$ cat src/rtl/keypad_scan_debounce.sv
`default_nettype none
// ============================================================================
// keypad_scan_debounce : 4x4 matrix keypad scanner with press/release debounce,
// hex encoding and auto-addressed register-bank write generation.
// Revision: 1.0
// ============================================================================
module keypad_scan_debounce #(
  parameter logic [15:0] SCAN_DIV  = 16'd50_000,
  parameter logic [19:0] DB_CYCLES = 20'd500_000
) (
  input  logic       clk,
  input  logic       reset,
  input  logic [3:0] cols_n,
  input  logic       wr_addr_clr,
  output logic [3:0] rows_n,
  output logic [1:0] row_sel,
  output logic [3:0] key_code,
  output logic       key_valid,
  output logic       key_held,
  output logic       wr_en,
  output logic [1:0] wr_addr,
  output logic [7:0] wr_data
);

  typedef enum logic [1:0] {
    SCAN     = 2'd0,
    DEBOUNCE = 2'd1,
    PRESSED  = 2'd2,
    RELEASE  = 2'd3
  } state_t;

  localparam logic [15:0] DWELL_LAST = SCAN_DIV - 16'd1;
  localparam logic [19:0] DB_LAST    = DB_CYCLES - 20'd1;

  state_t      state, state_nx;
  logic [3:0]  sync1, sync2, cols;
  logic [3:0]  cap_cols, cap_nx;
  logic [15:0] dwell_cnt, dwell_nx;
  logic [19:0] db_cnt, db_nx;
  logic [1:0]  row_nx;
  logic [1:0]  low_col;
  logic        accept;

  assign cols     = ~sync2;
  assign rows_n   = ~(4'b0001 << row_sel);
  assign key_held = (state == PRESSED) || (state == RELEASE);
  assign wr_en    = key_valid;
  assign wr_data  = {4'b0000, key_code};

  // Lowest-index active column wins when several keys share the row.
  always_comb begin
    low_col = 2'd0;
    if (cap_cols[0])      low_col = 2'd0;
    else if (cap_cols[1]) low_col = 2'd1;
    else if (cap_cols[2]) low_col = 2'd2;
    else if (cap_cols[3]) low_col = 2'd3;
  end

  always_comb begin
    state_nx = state;
    row_nx   = row_sel;
    dwell_nx = dwell_cnt;
    db_nx    = db_cnt;
    cap_nx   = cap_cols;
    accept   = 1'b0;
    case (state)
      SCAN: begin
        if (dwell_cnt == DWELL_LAST) begin
          if (cols != 4'd0) begin
            state_nx = DEBOUNCE;
            cap_nx   = cols;
            db_nx    = 20'd0;
          end else begin
            row_nx   = row_sel + 2'd1;
            dwell_nx = 16'd0;
          end
        end else begin
          dwell_nx = dwell_cnt + 16'd1;
        end
      end
      DEBOUNCE: begin
        if (cols != cap_cols) begin
          state_nx = SCAN;
          row_nx   = row_sel + 2'd1;
          dwell_nx = 16'd0;
        end else if (db_cnt == DB_LAST) begin
          accept   = 1'b1;
          state_nx = PRESSED;
        end else begin
          db_nx = db_cnt + 20'd1;
        end
      end
      PRESSED: begin
        if (cols == 4'd0) begin
          state_nx = RELEASE;
          db_nx    = 20'd0;
        end
      end
      RELEASE: begin
        // Any activity here is release bounce: resume PRESSED without a new pulse.
        if (cols != 4'd0) begin
          state_nx = PRESSED;
        end else if (db_cnt == DB_LAST) begin
          state_nx = SCAN;
          row_nx   = row_sel + 2'd1;
          dwell_nx = 16'd0;
        end else begin
          db_nx = db_cnt + 20'd1;
        end
      end
      default: state_nx = SCAN;
    endcase
  end

  always_ff @(posedge clk) begin
    if (reset) begin
      sync1     <= 4'b1111;
      sync2     <= 4'b1111;
      state     <= SCAN;
      row_sel   <= 2'd0;
      dwell_cnt <= 16'd0;
      db_cnt    <= 20'd0;
      cap_cols  <= 4'd0;
      key_code  <= 4'd0;
      key_valid <= 1'b0;
      wr_addr   <= 2'd0;
    end else begin
      sync1     <= cols_n;
      sync2     <= sync1;
      state     <= state_nx;
      row_sel   <= row_nx;
      dwell_cnt <= dwell_nx;
      db_cnt    <= db_nx;
      cap_cols  <= cap_nx;
      key_valid <= accept;
      if (accept) key_code <= {row_sel, low_col};
      // Clear wins over increment; a coincident write still used the old address.
      if (wr_addr_clr)  wr_addr <= 2'd0;
      else if (wr_en)   wr_addr <= wr_addr + 2'd1;
    end
  end

endmodule
`default_nettype wire
$ cat config.mk
export PLATFORM = sky130hd
export DESIGN_NAME = keypad_scan_debounce
export DESIGN_NICKNAME = d
export VERILOG_FILES = /design/src/rtl/keypad_scan_debounce.sv
export SDC_FILE = /design/constraint.sdc
export NUM_CORES = 1
export LEC_CHECK = 0
export CAP_MARGIN = 20
export CORE_ASPECT_RATIO = 0.9
export CORE_MARGIN = 2
export CORE_UTILIZATION = 35
export DETAILED_ROUTE_END_ITERATION = 10
export PLACE_DENSITY = 0.59
export SETUP_SLACK_MARGIN = 0.5
export SLEW_MARGIN = 10
export SYNTH_ARGS = -nofsm -noshare
export SYNTH_HDL_FRONTEND = slang
export SYNTH_SLANG_ARGS = --single-unit
$ cat constraint.sdc
create_clock -name clk -period 3.1 [get_ports clk]
set_clock_uncertainty 0.1 [all_clocks]
set_input_delay 0.465 -clock clk [delete_from_list [all_inputs] [get_ports clk]]
set_output_delay 0.465 -clock clk [all_outputs]
set_load 0.02 [all_outputs]
# After elaboration in Yosys (flattened, before gate mapping)
# Index checks and enable logic that the tools add are counted.
# W data, S select, Z words.
dict set report word_totals {
  elab_cells 79
  ramBits 0
  latchBits 0
  out_inout_bits 23
  register_bits 59
  rom_bits 0
  memories 0
  inputBits 7
}
dict set report classes {
  n_shift 1
  div 0
  n_mul 0
  muxes 34
  n_reduce_logical 11
  magnitude_cmp 0
  bitwise_logic 2
  addsub 4
  n_eq_ne 17
}
# cell count
set ops {}
lappend ops {{$mux W20} 6}
lappend ops {{$mux W16} 5}
lappend ops {{$pmux W20 S4} 1}
lappend ops {{$pmux W16 S3} 1}
lappend ops {{$mux W2} 16}
lappend ops {{$add A20 B1 Y20 const B} 1}
lappend ops {{$eq A20 B19 Y1 const B} 1}
lappend ops {{$add A16 B1 Y16 const B} 1}
lappend ops {{$eq A16 B16 Y1 const B} 1}
lappend ops {{$reduce_and A5 Y1} 3}
lappend ops {{$ne A2 B2 Y1 const B} 6}
lappend ops {{$not A4 Y4} 2}
lappend ops {{$pmux W2 S4} 1}
lappend ops {{$ne A3 B3 Y1 const B} 2}
lappend ops {{$pmux W2 S3} 1}
lappend ops {{$reduce_and A6 Y1} 1}
lappend ops {{$add A2 B1 Y2 const B} 2}
lappend ops {{$eq A2 B2 Y1 const B} 2}
lappend ops {{$logic_not A4 Y1} 1}
lappend ops {{$ne A2 B1 Y1 const B} 2}
lappend ops {{$ne A4 B4 Y1} 1}
lappend ops {{$reduce_bool A4 Y1} 1}
lappend ops {{$shl A1 B2 Y4 const A} 1}
lappend ops {{$mux W1} 3}
lappend ops {{other kinds (7)} 7}

# Longest topological paths before layout
dict set report depth {
  ltp_word 5
  ltp_mapped 9
  mapped_depth_nobuf 7
}

# Worst setup path before layout
# Ideal clock, no wire load.
dict set report synth_timing {
  path_type {flip-flop to flip-flop}
  from {register dwell_cnt[0]}
  to {register dwell_cnt[13]}
  path_stages_with_launch 10
  setup_time_ns 0.087
  setup_slack_ns 0.911
  required_ns 2.913
  n_path_buf 2
  t_arrival_ns 2.002
  period_less_slack_ns 2.189
  path_cell_list {dfxtp_1 -> ha_1 -> and3_1 -> nand4_1 -> or4_1 -> buf_4 -> a31oi_4 -> buf_4 -> o21ai_1 -> o31ai_1}
}
dict set report synth_via {
  elab_chain_cells 3
  elab_cells_between_ends 6
  classes_between {1 x add/sub; 2 x eq/ne; 2 x mux; 1 x reduce/logical}
}
# item line_no
set synth_lines {}
lappend synth_lines {{from (decl)} 38} ;# logic [15:0] dwell_cnt, dwell_nx;
lappend synth_lines {{from (signal assigned)} 132} ;# dwell_cnt <= dwell_nx;
lappend synth_lines {{$add A16 B1 Y16 / $eq A16 B16 Y1 (equally long branches)} {78, 68}}
lappend synth_lines {{$mux W16 / $ne A3 B3 Y1 (equally long branches)} n/a}
lappend synth_lines {{$pmux W16 S3 / $reduce_and A5 Y1 (equally long branches)} n/a}
# Several ways; a longest one is shown, not always the timed one.
# A chain may end at the register's enable or synchronous reset.

# Final worst setup path
dict set report layout_timing {
  from {register dwell_cnt[0]}
  to {register dwell_cnt[5]}
}
# Same word-level chain as after synthesis.

==> metrics.yaml <==
final_nets: 401
start_util_pct: 36.52
placed_cells: 489
tightestPinTransition_ns: 0.7542
yosys.area.top_type_share_pct: 39.51
fill_cells: 827
clock-sinks: 59
grt_max_degree: 22
layout.cells.most_common_list: "dfxtp_1, nor2_1, nand2_1"
drc: 0
max-cap-violations: 0
power_leakage_uw: 0.001316
critPathLaunchType: "flop"
viasPerCell: 5.209
totalWireLength_um: 6637
worstSetupEndpointType: "flop"
grt_pass1_wl_um: 11410
async_flop_share_pct: 0
layout_min_cycle_time_ns: 2.388
grt_overflow: 0
clockRootBuffer: "clkbuf_8"
gp_congestion: 0.8308
setup_viol: 0
holdCritPathClass: "reg -> reg"
seq_area_frac_synth_pct: 39.51
critPathMaxStageDelay_ns: 0.51
hold_viol: 0
die_x_um: 101.4
cts_buffers: 9
drive_gt1_share_pct: 10.71
port_buffers: 25
antenna_left: 0
htree_levels: 3
synth_ff_type: "dfxtp_1"
row_count: 31
cts_tree: "built"
antenna_found_initial: 0
die-area_mm2: 0.009296
syn_to_final_growth_pct: 18.79
die_h_um: 91.67
cpMaxStageDelayCell: "or4_4"
num_vias: 2641
routedWlPerCell_um: 13.09
netlist_top_cells_area: "dfxtp_1, nor2_1, nand2_1, o21ai_0, a21oi_1"
synth_top_area_cell: "dfxtp_1"
ys_warn_count: 0
rsz0062_at_grt: "false"
cp_cell_sequence: "ha_1, and3_1, nand4_1, buf_4, or4_4, a31oi_4, buf_12, o21ai_0, o31ai_1"
synth-seq-cells: 59
drv_slew: 0
cts.clk_slew.worst_paths_ns: 0.07
fin_hold_ws_ns: 0.3122
fmax_mhz: 418.8
synth-edff-count: 0
instances_no_fill: 507
synth_area_mm2: 0.002989
gr-usage-all-layers_pct: 15.29
cts_max_path_buffers: 2
detailed_place_hpwl_um: 4586
io_pins: 30
synth_cell_type_count: 45
first_pass_iters: 4
r2r_setup_slack_ns: 0.71
postSynthCellCount: 367
outcome: "completed"
core_mm2: 0.008184
avgSynthCellArea_um2: 8.145
setup_ws_ns: 0.7123
holdBufCountCts: 0
grt_pass1_vias: 2411
clk_latency_ns: 0.34
critPathRequiredTime_ns: 3.25
powerDensity_mw_per_mm2: 443.9
crit_arrival_ns: 2.54
vdd_ir_drop_max_mv: 0.2023
maxSlewHeadroom_pct: 49.33
crit_type: "reg -> reg"
fin_tns_setup_ns: 0
period_share_pct: 77.02
final_common_cell: "dfxtp_1"
dp_slack_ns: 0.4607
worstPathMaxFanout: 14
num_antenna_cells: 0
dr.first_iter.drc_count: 157
## final timing paths
path	start	endpoint	cells past startpoint
max	dwell_cnt[0]	dwell_cnt[5]	9
min	sync1[3]	sync2[3]	1
max reg2reg	dwell_cnt[0]	dwell_cnt[5]	9
min reg2reg	sync1[3]	sync2[3]	1
## kinds of logic (layout without fill, tap and decap cells)
family | after synthesis | count (layout) | share of synthesized area [%]
AND/OR/NAND/NOR | 161 | 161 | 29.13
buffers and inverters | 39 | 61 | 6.446
XOR/XNOR | 6 | 6 | 1.758
other | 1 | 4 | 0.1255
flip-flops | 59 | 59 | 39.51
AO/OA/AOI/OAI | 90 | 90 | 18.84
adder cells (fa/ha/maj) | 6 | 6 | 2.511
multiplexers | 5 | 5 | 1.674
## layer usage
metal / vias to the layer above / share of wire [%] / routed length, um / GRT usage [%]
met1: 1239 / 51 / 3391 / 21.46
li1: 1340 / - / - / -
met5: - / 0 / 0 / 0
met2: 55 / 44 / 2897 / 21.96
met4: 0 / 1.5 / 100 / 6.982
met3: 7 / 3.7 / 247 / 3.659
## critical path: cells and delay by family (launching register included)
| family | cells | cell delay (ns) |
|---|---|---|
| DFF | 1 | 0.39 |
| AOI/OAI and AO/OA | 3 | 0.39 |
| adders and majority gates | 1 | 0.20 |
| buffers and inverters | 2 | 0.35 |
| and+or+nand+nor | 3 | 0.87 |
## flip-flops by register name, summed over array words and instances (netlist names)
register and cells:
wr_addr 2, sync1 4, dwell_cnt 16, cap_cols 4
key_valid 1, row_sel 2, state 2, sync2 4
key_code 4, db_cnt 20
## cell type report
type	count	area, um^2	area share, %
clock inverter	5	78.83	2.220
timing repair buffer	32	327.8	9.232
clock buffer	10	127.6	3.594
inverter	14	52.55	1.480
tap	115	143.9	4.052
sequential	59	1181	33.26
multi-input combinational	272	1639	46.16
## synth_stat cells, types with 9 or more instances
cell / count
dfxtp_1: 59
nor2_1: 39
nand2_1: 37
o21ai_0: 23
a21oi_1: 21
inv_1: 14
nand3_1: 14
o21ai_1: 14
buf_4: 12
nand4_1: 12
o31ai_1: 12
clkbuf_1: 11
and3_1: 10
nor3_1: 9
## power by group
group / switching [uW] / internal, uW / total [uW]
clock: 294 / 447 / 740
sequential: 6.16 / 766 / 772
combinational: 37.8 / 25.5 / 63.3
## metrics by stage
stage          cell area (um^2)  total power, uW  util [%]
4_1_cts                    3511             1595     42.90
5_1_grt                    3551             1648     43.39
6_report                   3551             1576     43.39
2_1_floorplan              3000            832.4         -
3_3_place_gp               3284            847.2     40.13
3_5_place_dp               3284            848.6     40.13
## repair_timing
action | 4_1_cts | 5_1_grt
endpoints found under the setup margin | 5 | 32
cloned | 0 | 0
gates resized for setup | 0 | 2
pin swaps | 1 | 2
buffers inserted | 1 | 2
No activity file was read; power rests on OpenSTA's default activity.
